**src/rtl/sci_sched_pkg.sv**
```systemverilog
// Types, widths and the clock-divider helper shared by the periodic acquisition
// scheduler (sci_period_sched) and its timebase.
package sci_sched_pkg;

   localparam int INTERVAL_W = 16;
   localparam int SEQ_W      = 16;
   localparam int OVR_W      = 8;

   typedef enum logic [1:0] {
      ST_IDLE,
      ST_WAIT,
      ST_REQ,
      ST_BUSY
   } sched_state_e;

   function automatic int calc_div(input int clk_hz, input int tick_hz);
      return clk_hz / tick_hz;
   endfunction

endpackage

```
**src/rtl/sched_timebase.sv**
```systemverilog
// Prescaler producing a one-cycle tick every DIV clocks; it is held at zero
// while disabled and restarts from zero on clr_i.
module sched_timebase #(
   parameter int DIV = 10
) (
   input  logic clk,
   input  logic rst_n,
   input  logic en_i,
   input  logic clr_i,
   output logic tick_o
);

   localparam int CW = $clog2(DIV);
   localparam logic [CW-1:0] LAST = CW'(DIV - 1);

   logic [CW-1:0] cnt_q;

   // NOTE: state registers use non-blocking assignments so every flop samples pre-edge values.
   always_ff @(posedge clk or negedge rst_n) begin
      if (!rst_n) begin
         cnt_q <= '0;
      end else if (clr_i || !en_i || cnt_q == LAST) begin
         cnt_q <= '0;
      end else begin
         cnt_q <= cnt_q + CW'(1);
      end
   end

   assign tick_o = en_i && (cnt_q == LAST);

endmodule

```
**src/rtl/sci_period_sched.sv**
```systemverilog
// Periodic acquisition scheduler: one req/ack/done transaction per INTERVAL ticks.
// Optional busy watchdog enabled by defining SCHED_WATCHDOG_EN.
module sci_period_sched
   import sci_sched_pkg::*;
#(
   parameter int          CLK_FREQ_HZ = 50000000,
   parameter int          TICK_HZ     = 1000,
   parameter logic [15:0] WDOG_TICKS  = 16'd1000
) (
   input  logic                  clk,
   input  logic                  rst_n,
   input  logic                  enable_i,
   input  logic [INTERVAL_W-1:0] interval_i,
   output logic                  trig_req,
   input  logic                  trig_ack,
   input  logic                  trig_done,
   output logic                  busy,
   output logic                  tick,
   output logic [SEQ_W-1:0]      seq_cnt,
   output logic [OVR_W-1:0]      overrun_cnt,
   output logic                  wdog_err
);

   localparam int DIV = calc_div(CLK_FREQ_HZ, TICK_HZ);

   sched_state_e          state_q, state_d;
   logic                  en_q, en_prev_q, en_rise;
   logic [INTERVAL_W-1:0] ivl_q, per_cnt_q, ivl_in;
   logic                  tb_en, tb_tick, expiry, wd_fire;
   logic                  trig_req_q, busy_q, wdog_err_q;
   logic [SEQ_W-1:0]      seq_q;
   logic [OVR_W-1:0]      ovr_q;

   always_ff @(posedge clk or negedge rst_n) begin
      if (!rst_n) begin
         en_q      <= 1'b0;
         en_prev_q <= 1'b0;
      end else begin
         en_q      <= enable_i;
         en_prev_q <= en_q;
      end
   end

   assign en_rise = en_q & ~en_prev_q;

   sched_timebase #(.DIV(DIV)) u_timebase (
      .clk    (clk),
      .rst_n  (rst_n),
      .en_i   (tb_en),
      .clr_i  (en_rise),
      .tick_o (tb_tick)
   );

   assign tick   = tb_tick & en_q;
   assign ivl_in = (interval_i == '0) ? INTERVAL_W'(1) : interval_i;
   assign expiry = tick && (per_cnt_q == ivl_q - INTERVAL_W'(1));

`ifdef SCHED_WATCHDOG_EN
   // Timebase keeps running in BUSY after disable so a hung readout still times out.
   logic [15:0] wd_cnt_q;

   assign tb_en   = en_q | (state_q == ST_BUSY);
   assign wd_fire = (state_q == ST_BUSY) && tb_tick && (wd_cnt_q == WDOG_TICKS - 16'd1);

   always_ff @(posedge clk or negedge rst_n) begin
      if (!rst_n) begin
         wd_cnt_q <= '0;
      end else if (state_q != ST_BUSY) begin
         wd_cnt_q <= '0;
      end else if (tb_tick) begin
         wd_cnt_q <= wd_cnt_q + 16'd1;
      end
   end
`else
   logic unused_wdog;

   assign tb_en       = en_q;
   assign wd_fire     = 1'b0;
   assign unused_wdog = ^WDOG_TICKS;
`endif

   // Interval is re-sampled only at period boundaries, so mid-period edits apply next period.
   always_ff @(posedge clk or negedge rst_n) begin
      if (!rst_n) begin
         ivl_q     <= '0;
         per_cnt_q <= '0;
      end else if (en_rise || expiry) begin
         ivl_q     <= ivl_in;
         per_cnt_q <= '0;
      end else if (tick) begin
         per_cnt_q <= per_cnt_q + INTERVAL_W'(1);
      end
   end

   // NOTE: state_d gets a default before the case so no path leaves it unassigned (no latch).
   always_comb begin
      state_d = state_q;
      case (state_q)
         ST_IDLE: state_d = ST_IDLE;
         ST_WAIT: begin
            if (!en_q)       state_d = ST_IDLE;
            else if (expiry) state_d = ST_REQ;
         end
         ST_REQ: begin
            if (trig_ack)   state_d = trig_done ? (en_q ? ST_WAIT : ST_IDLE) : ST_BUSY;
            else if (!en_q) state_d = ST_IDLE;
         end
         ST_BUSY: begin
            if (trig_done || wd_fire) state_d = en_q ? ST_WAIT : ST_IDLE;
         end
         default: state_d = ST_IDLE;
      endcase
      if (en_rise) state_d = ST_REQ;
   end

   always_ff @(posedge clk or negedge rst_n) begin
      if (!rst_n) begin
         state_q    <= ST_IDLE;
         trig_req_q <= 1'b0;
         busy_q     <= 1'b0;
         seq_q      <= '0;
         ovr_q      <= '0;
         wdog_err_q <= 1'b0;
      end else begin
         state_q    <= state_d;
         trig_req_q <= (state_d == ST_REQ);
         busy_q     <= (state_d == ST_REQ) || (state_d == ST_BUSY);
         if (en_rise) begin
            seq_q      <= '0;
            ovr_q      <= '0;
            wdog_err_q <= 1'b0;
         end else begin
            if (state_q == ST_REQ && trig_ack) seq_q <= seq_q + SEQ_W'(1);
            if (expiry && (state_q == ST_REQ || state_q == ST_BUSY) && ovr_q != '1)
               ovr_q <= ovr_q + OVR_W'(1);
            if (wd_fire) wdog_err_q <= 1'b1;
         end
      end
   end

   assign trig_req    = trig_req_q;
   assign busy        = busy_q;
   assign seq_cnt     = seq_q;
   assign overrun_cnt = ovr_q;
   assign wdog_err    = wdog_err_q;

endmodule

```
**config.mk**
```make
export PLATFORM = sky130hd
export DESIGN_NAME = sci_period_sched
export DESIGN_NICKNAME = d
export VERILOG_FILES = /design/src/rtl/sci_sched_pkg.sv /design/src/rtl/sched_timebase.sv /design/src/rtl/sci_period_sched.sv
export SDC_FILE = /design/constraint.sdc
export NUM_CORES = 1
export LEC_CHECK = 0
export ABC_CLOCK_PERIOD_IN_PS = 6900
export BUFFER_PORTS_ARGS = -buffer_cell sky130_fd_sc_hd__buf_2
export CAP_MARGIN = 20
export CORE_MARGIN = 3
export CORE_UTILIZATION = 63
export DETAILED_ROUTE_END_ITERATION = 8
export PLACE_DENSITY = 0.85
export SLEW_MARGIN = 5
export SYNTH_ARGS = -nofsm -noshare
export SYNTH_HDL_FRONTEND = slang
export SYNTH_SLANG_ARGS = --single-unit
```
**constraint.sdc**
```tcl
create_clock -name clk -period 6.9 [get_ports clk]
set_input_delay 1.38 -clock clk [delete_from_list [all_inputs] [get_ports clk]]
set_output_delay 1.38 -clock clk [all_outputs]
set_load 0.02 [all_outputs]
```
==> impl_metrics.env, run 1 <==
export IMPL_result_of_the_run="finished, final reports clean"
export IMPL_cts_root_to_sink_buffers=2
export IMPL_grt_antenna_before_repair=0
export IMPL_synthSimpleGateAreaFrac=0.2480
export IMPL_worst_r2r_endpoint="ivl_q[1]"
export IMPL_rsz0062_at_grt="no"
export IMPL_grt_pass1_vias=3036
export IMPL_dpl_worst_slack_ns=3.294
export IMPL_cell_with_the_largest_stage_delay_on_the_worst_path="sky130_fd_sc_hd__or4_1"
export IMPL_place_port_buffers=47
export IMPL_synth_fp_nets=465
export IMPL_cts_repair_resized=0
export IMPL_period_minus_slack_ns=3.661
export IMPL_min_delay_worst_endpoint="u_timebase.cnt_q[0]"
export IMPL_num_nets_final=511
export IMPL_worst_rel_slew_slack=0.3636
export IMPL_holdCritPathClass="register to register"
export IMPL_final_seq_area_um2=1952
export IMPL_floorplan_initialDensity=0.6552
export IMPL_max_freq_mhz=273.1
export IMPL_mux_cell_area_share_after_synthesis=0.04490
export IMPL_detailedRoute_firstIterationViolations=154
export IMPL_post_synth_cell_area_avg_um2=9.585
export IMPL_hold_buffers=0
export IMPL_synth_most_common_cell="sky130_fd_sc_hd__dfrtp_1"
export IMPL_drtPass1Iterations=4
export IMPL_syn_cell_area_um2=4208
export IMPL_rr_worst_depth=10
export IMPL_drive_above_1_share=0.1898
export IMPL_fillerInstances=461
export IMPL_synth_ff_type="sky130_fd_sc_hd__dfrtp_1"
export IMPL_die_area_um2=7696
export IMPL_number_of_hold_violations_in_the_final_report=0
export IMPL_clock_latency_at_the_later_pin_of_the_worst_skew_pair_ns=0.37
export IMPL_worstSetupPathType="register to register"
export IMPL_path_clk_slew_ns=0.09
export IMPL_design_portCount=49
export IMPL_detailed_route_drc_error_count=0
export IMPL_drv_cap=0
export IMPL_synthAdderAreaFrac=0.01487
export IMPL_setup_violators_final=0
export IMPL_cts_sink_count=78
export IMPL_synth_ff_latch_count=78
export IMPL_slowest_delay_ns=0.69
export IMPL_final_period_utilization=0.5306
export IMPL_post_synthesis_compound_gate_area_fraction=0.06750
export IMPL_dominant_combinational_cell_family_by_area_after_synthesis="simple AND/OR/NAND/NOR gates"
export IMPL_cts_tree="yes"
export IMPL_synth_warnings=0
export IMPL_xor_xnor_share_of_the_synthesized_area=0.1332
export IMPL_route_detailed_wl_per_inst_um=14.96
export IMPL_detailedPlacementHpwl_mm=6.013
export IMPL_synth_area_leaders="sky130_fd_sc_hd__dfrtp_1 (46%), sky130_fd_sc_hd__xor2_1 (7.1%), sky130_fd_sc_hd__xnor2_1 (6.2%), sky130_fd_sc_hd__nor2_1 (6.2%), sky130_fd_sc_hd__mux2_2 (4.0%)"
export IMPL_cells_traversed_along_the_worst_timing_path="inv_1 > ha_1 > nor4b_4 > a22oi_1 > a211oi_1 > o22ai_1 > or4_1 > nand2_1 > buf_4 > mux2_2"
export IMPL_drt_vias_per_instance=5.771
export IMPL_p_leak_nw=2.159
export IMPL_total_power_uw=953.2
export IMPL_power_density_nw_per_um2=203.7
export IMPL_holdPathStages=1
export IMPL_post_synth_inst_count=439
export IMPL_grt_start_max_net_pins=79
export IMPL_grt_overflow_total=0
export IMPL_crit_path_end_kind="register"
export IMPL_placeableCoreArea_um2=6422
export IMPL_yosysTopAreaCellShare=0.4639
export IMPL_gr_usage_all_layers=0.2403
export IMPL_fin_setup_tns_ns=0
export IMPL_die_width_um=87.73
export IMPL_synth_edf_count=0
export IMPL_setup_ws_ns=3.239
export IMPL_postRouteAntennaNets=0
export IMPL_cts_buffers_inserted=9
export IMPL_synth_common_cells="sky130_fd_sc_hd__dfrtp_1 (78), sky130_fd_sc_hd__nor2_1 (69), sky130_fd_sc_hd__nand2_1 (38)"
export IMPL_diodes=0
export IMPL_global_route_wire_length_before_repair_mm=14.56
export IMPL_final_max_slew_violation_count=0
export IMPL_worst_pin_slew_ns=0.9545
export IMPL_clk_root_buffer_cell="sky130_fd_sc_hd__clkbuf_8"
export IMPL_clock_skew_final_ns=0.01377
export IMPL_min_delay_start="u_timebase.cnt_q[0]"
export IMPL_r2r_slack_ns=3.24
export IMPL_worst_endpoint_arrival_ns=3.91
export IMPL_ys_seq_area_frac=0.4639
export IMPL_detailroute_via_count=3272
export IMPL_timing_critical_path_fanout_max=32
export IMPL_final_util=0.7286
export IMPL_crit_required_ns=7.15
export IMPL_area_added_between_synthesis_and_finish_pct=11.21
export IMPL_synth_async_sr_flop_share=1.000
export IMPL_crit_path_start_kind="register"
export IMPL_die_height_um=87.73
export IMPL_gp_routability_congestion=0.8735
export IMPL_postCtsSetupBuffers=0
export IMPL_multi_input_comb_area_um2=2143
export IMPL_crit_reg2reg_launch="ivl_q[0]"
export IMPL_postRouteWirelength_mm=8.481
export IMPL_power_ir_vdd_worst_mv=0.1280
export IMPL_ctsHtreeMaxLevel=3
export IMPL_row_count=29
export IMPL_synth_top_area_cell="sky130_fd_sc_hd__dfrtp_1"
export IMPL_finalHoldWorstSlack_ns=0.4784
export IMPL_unique_masters_post_synth=50
critical path, delay by kind of cell (launching register included):
kind	cells	cell delay [ns]
muxes	1	0.38
buffers and inverters	2	0.43
and+or+nand+nor	3	1.26
AOI/OAI and AO/OA	3	0.77
DFF	1	0.42
adders and majority gates	1	0.25
worst max-delay path by stage:
| stage | start | endpoint | slack, ns |
|---|---|---|---|
| after global routing | ivl_q[0] | ivl_q[3] | 2.92 |
| after CTS | ivl_q[0] | ivl_q[1] | 3.27 |
| after detailed placement | ivl_q[0] | ivl_q[4] | 3.29 |
| after global placement | ivl_q[0] | ivl_q[3] | 3.52 |
| after floorplan | ivl_q[0] | ivl_q[10] | 3.84 |
| final | ivl_q[0] | ivl_q[1] | 3.24 |
cells by family (layout without fill, tap and decap cells):
| logic type | after synthesis | after routing |
|---|---|---|
| AND/OR/NAND/NOR | 207 | 207 |
| flip-flops | 78 | 78 |
| XOR/XNOR | 64 | 64 |
| AO/OA/AOI/OAI | 41 | 41 |
| buffers and inverters | 26 | 77 |
| multiplexers | 17 | 17 |
| adder cells (fa/ha/maj) | 5 | 5 |
| other | 1 | 1 |
metal layers:
metal	up-vias	GRT usage	routed length (µm)
met5	-	0	0
met4	0	0.1032	146
met3	13	0.05174	382
met2	88	0.3630	3903
met1	1550	0.3354	4048
li1	1621	-	-
power breakdown:
| group | total (mW) | internal, mW | leakage [nW] | switching, mW |
|---|---|---|---|---|
| sequential | 0.506 | 0.477 | 1.04 | 0.0297 |
| combinational | 0.121 | 0.0520 | 1.02 | 0.0690 |
| clock | 0.326 | 0.138 | 0.0927 | 0.188 |
cells in the final DEF (no fill, tap or decap), types with 9 or more instances in the layout:
cell type	n
sky130_fd_sc_hd__clkbuf_8	9
sky130_fd_sc_hd__xnor2_1	30
sky130_fd_sc_hd__a21oi_1	13
sky130_fd_sc_hd__dfrtp_1	78
sky130_fd_sc_hd__nand3_1	26
sky130_fd_sc_hd__nor3_1	17
sky130_fd_sc_hd__and3_1	14
sky130_fd_sc_hd__mux2_2	15
sky130_fd_sc_hd__xor2_1	34
sky130_fd_sc_hd__inv_1	11
sky130_fd_sc_hd__buf_2	46
sky130_fd_sc_hd__nand2_1	38
sky130_fd_sc_hd__nor2_1	69
registers in the layout, summed over array words and instances, names as in the netlist:
name / count
ivl_q: 16
per_cnt_q: 16
seq_cnt: 16
u_timebase.cnt_q: 16
overrun_cnt: 8
state_q: 2
busy: 1
en_prev_q: 1
en_q: 1
trig_req: 1
cell type report:
class	count	share of cell area
clock buffers	9	0.02647
clock inverters	7	0.01337
inverters	11	0.008824
multi-input cells	335	0.4580
flip-flops and latches	78	0.4171
well taps	77	0.02059
repair buffers	50	0.05562
stage by stage:
step	instances	area, µm²
6_report	567	4679
5_1_grt	567	4679
4_1_cts	567	4679
3_5_place_dp	551	4493
3_3_place_gp	551	4493
2_1_floorplan	439	4208
Power figures use the tool's default switching activity.
==> run 2: changes to the inputs <==
ABC_CLOCK_PERIOD_IN_PS = 3800   (was 6900)
CORE_UTILIZATION = 58   (was 63)
PLACE_DENSITY = 0.79   (was 0.85)
clock period = 3.8 ns   (was 6.9 ns; I/O delays follow)
==> impl_metrics.env, run 2 (synthesized netlist as in run 1, its figures left out) <==
export IMPL_postPlaceCellArea_um2=4524
export IMPL_rsz0062_at_grt="no"
export IMPL_detailedPlacementHpwl_mm=6.242
export IMPL_placeableCoreArea_um2=6907
export IMPL_path_clk_slew_ns=0.09
export IMPL_cts_repair_resized=0
export IMPL_hold_buffers=0
export IMPL_grt_busiest_layer="met2"
export IMPL_r2r_slack_ns=0.35
export IMPL_cts_buffers_inserted=9
export IMPL_postRouteWirelength_mm=8.670
export IMPL_rr_worst_depth=8
export IMPL_cts_tree="yes"
export IMPL_met3_usage=0.03480
export IMPL_postCtsSetupBuffers=0
export IMPL_power_density_nw_per_um2=362.5
export IMPL_worstSetupPathType="register to register"
export IMPL_detailed_route_drc_error_count=0
export IMPL_clock_skew_final_ns=0.01123
export IMPL_die_area_um2=8313
export IMPL_drtPass1Iterations=5
export IMPL_fin_setup_tns_ns=0
export IMPL_result_of_the_run="finished, final reports clean"
export IMPL_crit_required_ns=4.04
export IMPL_worst_pin_slew_ns=0.9547
export IMPL_finalHoldWorstSlack_ns=0.4718
export IMPL_place_port_buffers=47
export IMPL_grt_pass1_vias=3209
export IMPL_timing_critical_path_fanout_max=20
export IMPL_diodes=0
export IMPL_dpl_worst_slack_ns=0.3972
export IMPL_final_util=0.6812
export IMPL_route_detailed_wl_per_inst_um=14.77
export IMPL_detailroute_via_count=3333
export IMPL_gp_routability_congestion=0.9042
export IMPL_number_of_hold_violations_in_the_final_report=0
export IMPL_drv_cap=0
export IMPL_postRouteAntennaNets=0
export IMPL_final_common_cell="sky130_fd_sc_hd__dfrtp_1"
export IMPL_area_added_between_synthesis_and_finish_pct=11.80
export IMPL_grt_antenna_before_repair=0
export IMPL_holdCritPathClass="register to register"
export IMPL_grt_overflow_total=0
export IMPL_worst_endpoint_arrival_ns=3.68
export IMPL_layout_cells_most_common_list="sky130_fd_sc_hd__dfrtp_1 (78), sky130_fd_sc_hd__nor2_1 (69), sky130_fd_sc_hd__buf_2 (46)"
export IMPL_setup_violators_final=0
export IMPL_min_delay_start="u_timebase.cnt_q[0]"
export IMPL_design_portCount=49
export IMPL_groute_layer_met1_usage=0.3036
export IMPL_grt_start_max_net_pins=79
export IMPL_min_delay_worst_endpoint="u_timebase.cnt_q[0]"
export IMPL_crit_path_end_kind="register"
export IMPL_period_minus_slack_ns=3.446
export IMPL_holdPathStages=1
export IMPL_die_height_um=91.18
export IMPL_worst_r2r_endpoint="ivl_q[5]"
export IMPL_power_ir_vdd_worst_mv=0.2476
export IMPL_global_route_wire_length_before_repair_mm=14.74
export IMPL_ctsHtreeMaxLevel=3
export IMPL_final_max_slew_violation_count=0
export IMPL_layout_cells_non_filler=587
export IMPL_crit_path_start_kind="register"
export IMPL_gr_usage_all_layers=0.2179
export IMPL_crit_reg2reg_launch="ivl_q[5]"
export IMPL_total_power_mw=1.705
export IMPL_worst_rel_slew_slack=0.3635
export IMPL_p_leak_nw=2.150
export IMPL_cts_sink_count=78
export IMPL_setup_ws_ns=0.3545
export IMPL_max_freq_mhz=290.2
export IMPL_row_count=30
export IMPL_die_width_um=91.18
export IMPL_globalRouteMet2Util=0.3470
export IMPL_final_period_utilization=0.9067
export IMPL_drive_above_1_share=0.1914
export IMPL_placed_cells=571
export IMPL_floorplan_initialDensity=0.6092
export IMPL_cts_root_to_sink_buffers=2
export IMPL_drt_vias_per_instance=5.678
export IMPL_detailedRoute_firstIterationViolations=244
export IMPL_postLayoutCellArea_um2=4705
export IMPL_num_nets_final=512
export IMPL_clk_root_buffer_cell="sky130_fd_sc_hd__clkbuf_8"
export IMPL_clock_latency_at_the_later_pin_of_the_worst_skew_pair_ns=0.35
## run 2: final cells by class
cell class / instances / area (µm²)
fill: 560 / 2202
clock inverter: 7 / 56.30
tap: 96 / 120.1
inverter: 11 / 41.29
multi-input combinational: 335 / 2143
sequential: 78 / 1952
clock buffer: 9 / 123.9
timing repair buffer: 51 / 267.8
## run 2: layer usage
layer	part of all wire	wire length (µm)	vias up
met5	0	0	-
met4	0.012	107	0
met3	0.054	468	12
met2	0.48	4152	106
met1	0.45	3942	1605
li1	-	-	1610
## run 2: worst max-delay path by stage
stage	startpoint	to	slack, ns
3_3_place_gp	ivl_q[0]	ivl_q[5]	0.54
4_1_cts	ivl_q[5]	ivl_q[5]	0.38
6_report	ivl_q[5]	ivl_q[5]	0.35
5_1_grt	ivl_q[0]	ivl_q[15]	0.1
2_1_floorplan	ivl_q[0]	ivl_q[10]	0.74
3_5_place_dp	ivl_q[2]	ivl_q[5]	0.40
## run 2: where the power goes
| part | total, mW | switching, mW | internal, mW |
|---|---|---|---|
| sequential | 0.921 | 0.0552 | 0.865 |
| clock | 0.565 | 0.323 | 0.242 |
| combinational | 0.220 | 0.125 | 0.0949 |
| total | 1.71 | 0.503 | 1.20 |
## run 2: critical path: stages, from the launching register on
cell                        delay [ns]
sky130_fd_sc_hd__dfrtp_1          0.45
sky130_fd_sc_hd__nor3_1           0.59
sky130_fd_sc_hd__nand3_1          0.22
sky130_fd_sc_hd__a2111oi_2        0.38
sky130_fd_sc_hd__o22ai_1          0.26
sky130_fd_sc_hd__or4_1            0.67
sky130_fd_sc_hd__nand2_1          0.11
sky130_fd_sc_hd__buf_4            0.27
sky130_fd_sc_hd__mux2_2           0.37
